<file path="src/rtl/sram_arb_pkg.sv">
// Shared types and constants for the single-port SRAM arbiter.
// Fetch fairness is built only when SRAM_ARB_FAIR_EN is defined.
package sram_arb_pkg;

  // Owner of the read response that returns one cycle after its grant.
  typedef enum logic [1:0] {
    OWN_NONE = 2'd0,
    OWN_IF   = 2'd1,
    OWN_DM   = 2'd2
  } owner_e;

  // Starvation counter width; STARVE_MAX must fit in it (1..15).
  localparam int CNT_W = 4;

  function automatic logic is_read(input logic [3:0] we);
    return (we == 4'b0000);
  endfunction

endpackage

</file>
<file path="src/rtl/sram_arb_starve_cnt.sv">
// Counts consecutive cycles a fetch request is denied and forces the fetch
// through once the count reaches STARVE_MAX.
module sram_arb_starve_cnt
  import sram_arb_pkg::*;
#(
  parameter int STARVE_MAX = 4
) (
  input  logic clk,
  input  logic reset,
  input  logic if_req,
  input  logic if_gnt,
  output logic force_if
);

  localparam logic [CNT_W-1:0] LIMIT   = CNT_W'(STARVE_MAX);
  localparam logic [CNT_W-1:0] SAT_MAX = {CNT_W{1'b1}};

  logic [CNT_W-1:0] count;

  always_ff @(posedge clk or posedge reset) begin
    if (reset) begin
      count <= '0;
    end else if (!if_req || if_gnt) begin
      count <= '0;
    end else if (count != SAT_MAX) begin
      count <= count + 1'b1;
    end
  end

  assign force_if = (count == LIMIT);

endmodule

</file>
<file path="src/rtl/sram_arbiter.sv">
// Two-master (fetch / data) arbiter in front of a single-port SRAM with
// 1-cycle read latency. Define SRAM_ARB_FAIR_EN to enable forced fetch grants.
module sram_arbiter
  import sram_arb_pkg::*;
#(
  parameter int ADDR_W     = 32,
  parameter int STARVE_MAX = 4
) (
  input  logic              clk,
  input  logic              reset,
  input  logic              if_req,
  input  logic [ADDR_W-1:0] if_addr,
  output logic              if_gnt,
  output logic              if_rvalid,
  output logic [31:0]       if_rdata,
  input  logic              dm_req,
  input  logic [3:0]        dm_we,
  input  logic [ADDR_W-1:0] dm_addr,
  input  logic [31:0]       dm_wdata,
  output logic              dm_gnt,
  output logic              dm_rvalid,
  output logic [31:0]       dm_rdata,
  output logic              sram_en,
  output logic [3:0]        sram_we,
  output logic [ADDR_W-1:0] sram_addr,
  output logic [31:0]       sram_wdata,
  input  logic [31:0]       sram_rdata
);

  if (STARVE_MAX < 1 || STARVE_MAX > 15) begin : g_bad_starve_max
    $error("sram_arbiter: STARVE_MAX must be in 1..15");
  end

  // Handshake: a request is accepted in the cycle where req && gnt; gnt is
  // combinational from req, and a read's rvalid/rdata follow exactly one
  // cycle later with no backpressure on the response side.

  logic   force_if;
  logic   force_win;
  owner_e owner_q;
  owner_e owner_d;

`ifdef SRAM_ARB_FAIR_EN
  sram_arb_starve_cnt #(
    .STARVE_MAX(STARVE_MAX)
  ) u_starve_cnt (
    .clk     (clk),
    .reset   (reset),
    .if_req  (if_req),
    .if_gnt  (if_gnt),
    .force_if(force_if)
  );
`else
  assign force_if = 1'b0;
`endif

  // A stale force with no fetch pending must not block the data port.
  assign force_win = force_if && if_req;
  assign dm_gnt    = !reset && dm_req && !force_win;
  assign if_gnt    = !reset && if_req && (!dm_req || force_win);

  always_comb begin
    sram_en    = 1'b0;
    sram_we    = 4'b0000;
    sram_addr  = '0;
    sram_wdata = 32'h0;
    if (dm_gnt) begin
      sram_en    = 1'b1;
      sram_we    = dm_we;
      sram_addr  = dm_addr;
      sram_wdata = dm_wdata;
    end else if (if_gnt) begin
      sram_en   = 1'b1;
      sram_addr = if_addr;
    end
  end

  always_ff @(posedge clk or posedge reset) begin
    if (reset) begin
      owner_q <= OWN_NONE;
    end else begin
      owner_q <= owner_d;
    end
  end

  always_comb begin
    owner_d = OWN_NONE;
    if (dm_gnt && is_read(dm_we)) begin
      owner_d = OWN_DM;
    end else if (if_gnt) begin
      owner_d = OWN_IF;
    end
  end

  assign if_rvalid = (owner_q == OWN_IF);
  assign dm_rvalid = (owner_q == OWN_DM);
  assign if_rdata  = if_rvalid ? sram_rdata : 32'h0;
  assign dm_rdata  = dm_rvalid ? sram_rdata : 32'h0;

endmodule
</file>
<file path="config.mk">
export PLATFORM = sky130hd
export DESIGN_NAME = sram_arbiter
export DESIGN_NICKNAME = d
export VERILOG_FILES = /design/src/rtl/sram_arb_pkg.sv /design/src/rtl/sram_arb_starve_cnt.sv /design/src/rtl/sram_arbiter.sv
export SDC_FILE = /design/constraint.sdc
export NUM_CORES = 1
export LEC_CHECK = 0
export CORE_AREA = 3 3 104 106
export CTS_BUF_LIST = sky130_fd_sc_hd__clkbuf_8
export CTS_CLUSTER_SIZE = 30
export DETAILED_ROUTE_END_ITERATION = 7
export DIE_AREA = 0 0 107 109
export PLACE_DENSITY = 0.62
export REMOVE_ABC_BUFFERS = 1
export SYNTH_ARGS = -nofsm -noshare
export SYNTH_HDL_FRONTEND = slang
export SYNTH_SLANG_ARGS = --single-unit
</file>
<file path="constraint.sdc">
create_clock -name clk -period 2 [get_ports clk]
set_input_delay 0.4 -clock clk [delete_from_list [all_inputs] [get_ports clk]]
set_output_delay 0.4 -clock clk [all_outputs]
set_load 0.05 [all_outputs]
</file>
# ---- After elaboration in Yosys (flattened, before gate mapping)
# Cells that the tools add are included.
dict set report classes {
  muxes 10
  n_reduce_logical 7
  eq_ne 2
}
# operator n
set ops {}
lappend ops {{32-bit two-way mux} 5}
lappend ops {{1-bit logical AND} 4}
lappend ops {{4-bit zero test} 1}
lappend ops {{4-bit two-way mux} 1}
lappend ops {{1-bit two-way mux} 3}
lappend ops {{2-bit by 1-bit equality test with 1-bit output (second input constant)} 1}
lappend ops {{2-bit equality test (second input constant)} 1}
lappend ops {{1-bit zero test} 2}
lappend ops {{2-bit two-way mux} 1}
dict set report totals {
  output_inout_bits 137
  elab_cells 20
  input_bits 136
  reg_bits 2
}

# ---- Logic depth before layout (Yosys ltp)
dict set report logic_depth {
  depth_word 5
  depth_mapped 5
  depth_no_buf 2
}

# ---- Worst setup path before layout
# OpenSTA, ideal clock, no wires.
dict set report synth_timing {
  kind {input to output}
  from {input port dm_req}
  to {output port sram_wdata[22]}
  setup_slack_ns 0.162
  stages 4
  required_ns 1.600
  path_buffers 2
  arrival_time_ns 1.438
  path_cell_list {nor2b_1 -> buf_6 -> buf_2 -> and2_1}
}
dict set report synth_between {
  elab_chain_cells 2
}
# item line
set synth_rtl {}
lappend synth_rtl {{from (decl)} sram_arbiter.sv:16} ;# input logic dm_req,
lappend synth_rtl {{1-bit logical AND} sram_arbiter.sv:59} ;# assign dm_gnt = !reset && dm_req && !force_win;
lappend synth_rtl {{net dm_gnt} sram_arbiter.sv:20} ;# output logic dm_gnt,
lappend synth_rtl {{32-bit two-way mux} sram_arbiter.sv:67} ;# if (dm_gnt) begin
lappend synth_rtl {{to (decl)} sram_arbiter.sv:26} ;# output logic [31:0] sram_wdata,
# The timed path passes the listed nets, and every way through them passes these cells.

# ---- Worst setup path in the final report
dict set report layout_timing {
  from {input port reset}
  to {output port sram_addr[8]}
}
dict set report layout_between {
  elab_chain_cells 5
  word_cells_on_any_way 6
  classes_between {mux: 2; reduce/logical: 4}
}
# item line
set layout_rtl {}
lappend layout_rtl {{from (decl)} sram_arbiter.sv:10} ;# input logic reset,
lappend layout_rtl {{1-bit zero test (no line) *} n/a}
lappend layout_rtl {{1-bit logical AND (2 in a row)} sram_arbiter.sv:60} ;# assign if_gnt = !reset && if_req && (!dm_req || force_win);
lappend layout_rtl {{32-bit two-way mux} sram_arbiter.sv:72} ;# end else if (if_gnt) begin
lappend layout_rtl {{32-bit two-way mux *} sram_arbiter.sv:67}
lappend layout_rtl {{to (decl)} sram_arbiter.sv:25} ;# output logic [ADDR_W-1:0] sram_addr,
# Mark *: on every way between the ends. The rest lies on a longest branch, timed or not.

==> impl_metrics.py <==
metrics = {
    "outcome": {
        "status": "complete, no violations",
    },
    "finish": {
        "design_area_um2": 5329,
        "final_cell_mix": "132 x clkdlybuf4s50_1, 109 x buf_12, 99 x and2_1",
        "largest_register_ffs": 2,
        "postLayoutCoreUtil_pct": 54.02,
        "fin_nets": 576,
        "largestRegisters": "owner_q: 2 flops",
        "drive_gt1_share_pct": 38.58,
        "top_register": "owner_q",
        "mostFrequentLayoutCell": "clkdlybuf4s50_1",
        "syn_to_final_growth_pct": 353.1,
        "fin_cells": 571,
        "antenna_cells": 0,
    },
    "power": {
        "powerDensity_nw_per_um2": 251.2,
        "p_total_mw": 1.339,
        "leakage_nw": 2.210,
        "irDropWorstVdd_mv": 0.1369,
    },
    "setup_path": {
        "cp-start-kind": "input pin",
        "end_kind": "output port",
        "arrival_ns": 1.55,
        "cp.required_ns": 1.60,
        "crit_fanout": 8,
        "crit_type": "in2out",
    },
    "global_routing": {
        "grt_pass1_wl_um": 13880,
        "grt_max_degree": 36,
        "grt_pass1_vias": 2543,
        "grt.total_usage_pct": 15.22,
        "antenna_found_initial": 0,
        "grt_overflow": 0,
    },
    "cts": {
        "cts_buffer_depth": 2,
        "holdBufCountCts": 0,
        "clk_pin_slew_ns": 0.03,
        "cts_tree": "built",
        "clock-root-buffer": "clkbuf_8",
        "clock-sinks": 2,
        "cts_max_level": 1,
        "numCtsBuffers": 3,
    },
    "sta": {
        "rsz0062_at_grt": "false",
        "slew_viol_final": 0,
        "relSlewSlack_pct": 81.98,
        "tns_ns": 0,
        "fin_crit_ns": 1.954,
        "whs_ns": 0.3522,
        "timing.final.ws_setup_ns": 0.04645,
        "setup_violations": 0,
        "max_freq_ghz": 0.5119,
        "hold_violations": 0,
        "timing.final.crit_share_pct": 97.68,
        "tightestPinTransition_ns": 0.2702,
    },
    "route": {
        "viasPerCell": 4.172,
        "ant_nets": 0,
        "dr.first_iter.drc_count": 97,
        "wl_um": 9610,
        "drcViolationCount": 0,
        "via_count": 2382,
        "post_drt_wl_per_cell_um": 16.83,
        "dr.pass1.iters": 4,
    },
    "synth": {
        "yosysSeqAreaShare_pct": 4.255,
        "synth_cell_types": 13,
        "yosysWarningCount": 0,
        "synth.area.top_cells": "and2_1 54%, a32o_1 27%, dfrtp_1 4.3%",
        "syn-instance-count": 167,
        "yosysTopAreaCell": "and2_1",
        "ys_ff_latch": 2,
        "synth_area_um2": 1176,
        "synth_top_area_share_pct": 54.26,
        "syn_area_per_cell_um2": 7.043,
    },
    "placed_design": {
        "io_buffers": 272,
        "dp_hpwl_um": 7752,
        "place.gp.congestion": 0.7605,
        "dpl-instance-area_um2": 5024,
        "dp.cells": 560,
        "place_ws_ns": -0.2081,
    },
    "run": {
        "cap_violations": 0,
    },
    "floorplanning": {
        "die_area_um2": 11660,
        "rows": 36,
        "core-area_um2": 9864,
        "start_util_pct": 11.92,
        "fp.dieW_um": 107,
        "ioPinCount": 273,
        "die_h_um": 109,
    },
    "hold_path": {
        "hold_path_class": "in2async",
    },
}
==> repair_timing <==
action,CTS,global route
buffers inserted,5,0
gates cloned,3,0
pin swaps,6,1
resized for setup,36,7
setup endpoints to repair,70,7
==> Yosys cell counts <==
cell type	instances
clkbuf_1	7
buf_6	3
clkbuf_2	3
nor3_1	1
nor2_1	2
and2_1	102
clkinv_1	1
inv_1	1
dfrtp_1	2
nor2b_1	4
a32o_1	32
buf_2	8
or4_1	1
==> power by group <==
group | switching (mW) | internal (mW) | total (mW) | leakage [nW]
Combinational | 0.538 | 0.599 | 1.14 | 2.16
Clock | 0.0328 | 0.127 | 0.160 | 0.0216
Sequential | 0.000374 | 0.0418 | 0.0421 | 0.0274
==> worst max-delay path, cell delays in order <==
cell,delay [ns]
clkdlybuf4s15_2,0.27
nor2b_4,0.07
buf_12,0.13
bufbuf_16,0.26
a32o_2,0.27
buf_8,0.15
==> kinds of logic (layout without fill, tap and decap cells) <==
logic type | count (synthesis) | in the layout | share of synthesized area [%]
buf+inv | 23 | 294 | 10.42
compound gates | 32 | 32 | 27.23
simple gates | 110 | 110 | 58.08
flops | 2 | 2 | 4.255
==> final timing paths <==
kind                       start                   end  slack [ns]  cells past startpoint
min in group clk           reset  owner_q[1]$_DFF_PP0_        0.59                      2
worst max-delay path       reset          sram_addr[8]        0.05                      6
worst min-delay path       reset  owner_q[0]$_DFF_PP0_        0.35                      3
max in group asynchronous  reset  owner_q[1]$_DFF_PP0_        1.54                      3
==> per-layer routing <==
layer | routed length [µm] | global-route usage (%)
met1 | 3169 | 14.83
met2 | 5359 | 31.52
met3 | 992 | 4.263
met4 | 89 | 3.105
met5 | 0 | 0
==> final cells by class <==
| cell class | instances | area (µm²) |
|---|---|---|
| fill | 827 | 4536 |
| timing repair buffer | 289 | 4030 |
| multi-input combinational | 142 | 1033 |
| tap | 133 | 166.4 |
| sequential | 2 | 50.05 |
| clock buffer | 3 | 41.29 |
| inverter | 2 | 7.507 |
No activity file was read; power rests on OpenSTA's default activity.
